`config.mk`:
```
export PLATFORM = sky130hd
export DESIGN_NAME = ship_mover
export DESIGN_NICKNAME = d
export VERILOG_FILES = /design/src/rtl/ship_mover.sv
export SDC_FILE = /design/constraint.sdc
export NUM_CORES = 1
export LEC_CHECK = 0
export BUFFER_PORTS_ARGS = -buffer_cell sky130_fd_sc_hd__buf_4
export CAP_MARGIN = 20
export CELL_PAD_IN_SITES_DETAIL_PLACEMENT = 1
export CELL_PAD_IN_SITES_GLOBAL_PLACEMENT = 1
export CORE_MARGIN = 1
export CORE_UTILIZATION = 25
export DETAILED_ROUTE_END_ITERATION = 16
export PLACE_DENSITY_LB_ADDON = 0.1
export SKIP_LAST_GASP = 1
export SLEW_MARGIN = 0
export SYNTH_ARGS = -nofsm -noshare
export SYNTH_HDL_FRONTEND = slang
export SYNTH_SLANG_ARGS = --single-unit
```
`constraint.sdc`:
```
create_clock -name clk_12MHz -period 5.3 [get_ports clk_12MHz]
set_clock_uncertainty 0.05 [all_clocks]
set_input_delay 0.265 -clock clk_12MHz [delete_from_list [all_inputs] [get_ports clk_12MHz]]
set_output_delay 0.265 -clock clk_12MHz [all_outputs]
set_load 0.01 [all_outputs]
```
`src/rtl/ship_mover.sv`:
```
// Player-ship column controller. A tap moves one step, and a held button auto-repeats after a delay.
// The screen edges either saturate or wrap to the opposite edge.
module ship_mover #(
    parameter int X_WIDTH      = 5,
    parameter int X_MIN        = 0,
    parameter int X_MAX        = 19,
    parameter int X_RESET      = 5,
    parameter int STEP         = 1,
    parameter int REPEAT_DELAY = 4,
    parameter int REPEAT_RATE  = 2,
    parameter int WRAP         = 0
) (
    input  logic               clk_12MHz,
    input  logic               reset,
    input  logic               left_debounced,
    input  logic               right_debounced,
    input  logic               enable,
    output logic [X_WIDTH-1:0] ship_x,
    output logic               at_min,
    output logic               at_max,
    output logic               moved
);

    localparam int CNT_MAX = (REPEAT_DELAY > REPEAT_RATE) ? REPEAT_DELAY : REPEAT_RATE;
    localparam int CNT_W   = $clog2(CNT_MAX) + 1;

    localparam logic [CNT_W-1:0]   DELAY_END  = CNT_W'(REPEAT_DELAY);
    localparam logic [CNT_W-1:0]   RATE_END   = CNT_W'(REPEAT_RATE);
    localparam logic [X_WIDTH:0]   STEP_W     = (X_WIDTH+1)'(STEP);
    localparam logic [X_WIDTH:0]   LEFT_FLOOR = (X_WIDTH+1)'(X_MIN + STEP);
    localparam logic [X_WIDTH:0]   MAX_W      = (X_WIDTH+1)'(X_MAX);
    localparam logic [X_WIDTH-1:0] MIN_X      = X_WIDTH'(X_MIN);
    localparam logic [X_WIDTH-1:0] MAX_X      = X_WIDTH'(X_MAX);
    localparam logic [X_WIDTH-1:0] RESET_X    = X_WIDTH'(X_RESET);

    typedef enum logic [1:0] {
        S_IDLE,
        S_DELAY,
        S_REPEAT
    } state_t;

    typedef enum logic [1:0] {
        DIR_NONE  = 2'b00,
        DIR_LEFT  = 2'b01,
        DIR_RIGHT = 2'b10
    } dir_t;

    state_t             state_q, state_d;
    dir_t               last_dir_q, last_dir_d;
    logic [CNT_W-1:0]   cnt_q, cnt_d;
    logic [X_WIDTH-1:0] ship_x_q, ship_x_d;
    logic               moved_q, moved_d;

    dir_t               dir;
    logic               do_move;
    logic [CNT_W-1:0]   cnt_inc;
    logic [X_WIDTH:0]   x_wide, diff_left, sum_right;
    logic [X_WIDTH-1:0] x_left, x_right, x_target;

    always_comb begin
        dir = DIR_NONE;
        if (left_debounced && !right_debounced) begin
            dir = DIR_LEFT;
        end else if (right_debounced && !left_debounced) begin
            dir = DIR_RIGHT;
        end
    end

    // Arithmetic is done one bit wider so neither direction can wrap around the register width.
    always_comb begin
        x_wide    = {1'b0, ship_x_q};
        diff_left = x_wide - STEP_W;
        sum_right = x_wide + STEP_W;

        x_left = MIN_X;
        if (x_wide >= LEFT_FLOOR) begin
            x_left = diff_left[X_WIDTH-1:0];
        end
        if ((WRAP != 0) && (ship_x_q == MIN_X)) begin
            x_left = MAX_X;
        end

        x_right = MAX_X;
        if (sum_right <= MAX_W) begin
            x_right = sum_right[X_WIDTH-1:0];
        end
        if ((WRAP != 0) && (ship_x_q == MAX_X)) begin
            x_right = MIN_X;
        end

        x_target = (dir == DIR_LEFT) ? x_left : x_right;
    end

    always_comb begin
        state_d    = state_q;
        last_dir_d = last_dir_q;
        cnt_d      = cnt_q;
        do_move    = 1'b0;
        cnt_inc    = cnt_q + CNT_W'(1);

        if (enable) begin
            if (state_q == S_IDLE) begin
                if (dir != DIR_NONE) begin
                    do_move    = 1'b1;
                    state_d    = S_DELAY;
                    cnt_d      = '0;
                    last_dir_d = dir;
                end
            end else if (dir == DIR_NONE) begin
                state_d = S_IDLE;
                cnt_d   = '0;
            end else if (dir != last_dir_q) begin
                // A reversal restarts the hold as if the button were newly pressed.
                do_move    = 1'b1;
                state_d    = S_DELAY;
                cnt_d      = '0;
                last_dir_d = dir;
            end else if (state_q == S_DELAY) begin
                if (cnt_inc == DELAY_END) begin
                    do_move = 1'b1;
                    state_d = S_REPEAT;
                    cnt_d   = '0;
                end else begin
                    cnt_d = cnt_inc;
                end
            end else begin
                if (cnt_inc == RATE_END) begin
                    do_move = 1'b1;
                    cnt_d   = '0;
                end else begin
                    cnt_d = cnt_inc;
                end
            end
        end

        ship_x_d = do_move ? x_target : ship_x_q;
        moved_d  = do_move && (x_target != ship_x_q);
    end

    always_ff @(posedge clk_12MHz) begin
        if (reset) begin
            state_q    <= S_IDLE;
            last_dir_q <= DIR_NONE;
            cnt_q      <= '0;
            ship_x_q   <= RESET_X;
            moved_q    <= 1'b0;
        end else begin
            state_q    <= state_d;
            last_dir_q <= last_dir_d;
            cnt_q      <= cnt_d;
            ship_x_q   <= ship_x_d;
            moved_q    <= moved_d;
        end
    end

    assign ship_x = ship_x_q;
    assign moved  = moved_q;
    assign at_min = (ship_x_q == MIN_X);
    assign at_max = (ship_x_q == MAX_X);

endmodule

```
Yosys cells after proc, flatten, opt, wreduce, memory -nomap -nowiden:

Cells that the tools add are included.

* flip-flop bits (word level): 13
* input port bits: 5
* word-level logic and storage cells: 64

* $add $sub $neg: 3
* magnitude comparators: 2
* eq/ne operators: 9
* mux-type cells: 30
* reductions and logical operators: 15

Operators by type and width (number)
* $mux 2: 12
* $mux 3: 7
* $mux 5: 3
* $mux 1: 8
* $reduce_and 4->1: 2
* $reduce_bool 4->1: 2
* $add 5x1->6 const B: 1
* $le 6x5->1 const B: 1
* $eq 5x5->1 const B: 1
* $ge 5x1->1 const B: 1
* $logic_not 5->1: 1
* $ne 5x5->1: 1
* $sub 5x1->5 const B: 1
* $eq 2x1->1 const B: 2
* $logic_not 2->1: 2
* $reduce_bool 2->1: 2
* $add 3x1->3 const B: 1
* $eq 3x2->1 const B: 1
* $eq 3x3->1 const B: 1
* $logic_and 1x1->1: 3
* $logic_not 1->1: 2
* $ne 2x1->1 const B: 1
* $ne 2x2->1: 1
* $ne 2x2->1 const B: 1
* $reduce_and 2->1: 1

Depth between registers and ports, before layout:

* depth in word-level cells: 10
* depth in mapped cells: 8
* mapped depth without buffers: 7

Worst setup path before layout:

No wires, ideal clock.

* kind: register -> register
* start: register ship_x_q[1], in the netlist ship_x[1]
* end: register ship_x_q[2], in the netlist ship_x[2]
* library setup time: 122 ps
* arrival time: 1965 ps
* required time: 5128 ps
* setup slack: 3163 ps
* stages on the path, launching flop included: 8
* path through: dfxtp_1 -> inv_1 -> ha_1 -> or4_4 -> o21ai_4 -> a2bb2oi_2 -> a21oi_1 -> a311o_1

* longest elaborated chain between the ends: 4
* elaborated cells on any way between the ends: 7

Ends and longest elaborated chain
* start, declared: line 51 `logic [X_WIDTH-1:0] ship_x_q, ship_x_d;`
* start signal, assigned: line 151 `ship_x_q <= ship_x_d;`
* $add 5x1->6: line 73 `sum_right = x_wide + STEP_W;`
* $le 6x5->1: line 84 `if (sum_right <= MAX_W) begin`
* $mux 5: line 84
* $mux 5 *: line 91 `x_target = (dir == DIR_LEFT) ? x_left : x_right;`

Every way passes the cells marked *; elsewhere a longest branch is shown, timed or not.
A chain may end at the register's enable or synchronous reset.

Worst setup path in the final report:

* start: register ship_x_q[0], in the netlist ship_x[0]
* end: register moved_q, in the netlist moved

* longest elaborated chain between the ends: 6
* elaborated cells on any way between the ends: 9

Ends and longest elaborated chain
* $add 5x1->6: line 73
* $le 6x5->1: line 84
* $mux 5: line 84
* $mux 5: line 91
* $ne 5x5->1 *: line 137 `moved_d = do_move && (x_target != ship_x_q);`
* $logic_and 1x1->1 *: line 137
* end signal, assigned: line 152 `moved_q <= moved_d;`
* end, declared: line 52 `logic moved_q, moved_d;`

Marked as above.

==> run metrics <==
CP endpoint kind register; initial antenna violation count 0; first-pass GRT wire length 5851 um; Peak VDD IR 126.3 uV; TritonCTS clock tree yes; multi-input logic area 830.8 um^2; Clock H-tree levels 1; DP Area between 1000 and 1500 um^2; syn avg cell area 7.855 um^2; Max Root-Sink Buffers 2; CTS Hold Buffers Added 0; count leader, synth a21oi_1; Layout area overhead 12.66%; synth cell count leaders 14 x a21oi_1, 13 x dfxtp_1, 11 x inv_1; gpl congestion 0.8792; clock slew at reported path FFs 60 ps; largest net degree at the start of global routing 24; Die Y 70.88 um; outcome finished, final reports clean; Seq/Total Area, Yosys 21.94%; Clock Latency Late Sink 250 ps; Worst Path Required 5360 ps; Residual DRC 0; Max-Cap Viols 0; Core Util, Final 30.07%; Vias/cell 5.627; Hold Vio Cnt, Final 0; Seq. cell area ~260 um^2; Hold Crit Class in2reg; post-route ant nets 0; CTS Sinks 13; Core Box Area between 4000 and 5000 um^2; cells after synthesis 151; Final Power 0.2847 mW; Power Density 213.0 nW/um^2; Initial Util about a quarter; pre-CTS WS 2627 ps; leakage 0.5091 nW; average wire per standard cell 16.64 um; Clock Tree Root clkbuf_8; Worst EP arrival 2750 ps; ANT cells 0; Final setup violation count 0; gr usage total 14.79%; top-area cell type share of the netlist area a little over a fifth; Crit Path Class reg2reg; I/O pin count 13; Worst-Margin Slew 731.9 ps; Cell variety after synth 52; Die ar. ~5000 um^2; cell area after layout approximately 1300 um^2; fin crit period 2692 ps; final worst-path cycle share 50.79%; total global routing overflow 0; flops & latches, synth 13; Fill cells 568; IO buf count 12; number of flops mapped to enable cells by yosys 0; crit path setup slack, layout 2608 ps; Fin Setup TNS 0 ps; vias in the first global route 1129; cts bufs inserted 3; Max Freq 371.5 MHz; routed via count 1176; initial drt markers 51; max-slew violations 0; Slew headroom 51.14%; DP HPWL 2532 um; WHS 184.2 ps; Critical Path Source Type register; Total Wirelength 3477 um; CP max FO 13; Synth Flop Type dfxtp_1; Non-Filler Instances 209; Warnings, synthesis 0; Cells after DPL 205; placement row count 24; post-cts resize count 0; TritonRoute pass-1 iters 6; share of cells above drive strength 1 about 15%; largest cells by area after synthesis dfxtp_1 22%, ha_1 9.5%, a21oi_1 5.9%, inv_1 3.5%, a211oi_1 3.2%; Die W 70.88 um; post-synthesis async set-or-reset flop share 0%; largest area contributor in the netlist dfxtp_1; unrepaired setup endpoints after global routing false; post-synthesis cell area between 1000 and 1500 um^2; Final nets 172; Mapped Nets 165; post-CTS setup buffer count 0
## cells by family (layout without fill, tap and decap cells)
family | count (synthesis) | after routing | share of synthesized area [%]
flip-flops | 13 | 13 | 21.94
buffers and inverters | 22 | 28 | 8.015
adder cells (fa/ha/maj) | 9 | 9 | 9.494
XOR/XNOR | 4 | 4 | 2.954
AND/OR/NAND/NOR | 49 | 49 | 22.89
AO/OA/AOI/OAI | 54 | 54 | 34.71
## area by class of cell
type                    count  area share, %
clock buffers               4          3.371
inverters                  12          3.371
multi-input cells         116          62.17
flip-flops and latches     13          19.48
well taps                  52          4.869
repair buffers             12          6.742
## critical path, stage by stage, from the launching register on
cell and delay (ps):
dfxtp_1 570, ha_1 480, nand3_1 220, nor3_1 450
o21ai_0 170, a2111oi_0 470, a211oi_1 140
## state kept, by name (all words and copies together) (netlist names)
name,cells
cnt_q,3
last_dir_q,2
moved,1
ship_x,5
state_q,2
## report_power, final
group          internal (mW)  leakage, nW  switching, mW
logic                 0.0318        0.380         0.0478
registers              0.102        0.106         0.0110
clock network         0.0532       0.0228         0.0385
total                  0.187        0.509         0.0973
## cell usage in the layout (no fill, tap or decap), types with 2 or more instances in the layout
cell | netlist | final
xnor2_1 | 3 | 3
dfxtp_1 | 13 | 13
and3_1 | 4 | 4
a211oi_1 | 5 | 5
o21ai_0 | 3 | 3
a31oi_1 | 3 | 3
o41ai_1 | 4 | 4
nand2b_1 | 3 | 3
o21a_1 | 2 | 2
ha_1 | 9 | 9
buf_4 | 0 | 12
nand3_1 | 4 | 4
inv_1 | 11 | 11
a21oi_1 | 14 | 14
o31ai_1 | 2 | 2
o211ai_1 | 3 | 3
and2_1 | 2 | 2
o2111ai_1 | 3 | 3
o31a_1 | 2 | 2
nand2_1 | 9 | 9
o221a_2 | 2 | 2
clkbuf_8 | 0 | 3
nor2_1 | 9 | 9
nor3_1 | 6 | 6
## final timing paths
check	endpoint	depth (start not counted)	from	slack (ps)
max	moved	6	ship_x[0]	2610
min reg2reg	last_dir_q[0]	2	last_dir_q[0]	420
max reg2reg	moved	6	ship_x[0]	2610
min	state_q[0]	2	enable	180
## layer usage
| layer | wire length, um | track usage (%) |
|---|---|---|
| met5 | 0 | 0 |
| met4 | 21 | 2.667 |
| met3 | 185 | 4.843 |
| met2 | 1541 | 22.33 |
| met1 | 1729 | 20.71 |
Note: power is estimated with default switching activity, not from simulation.
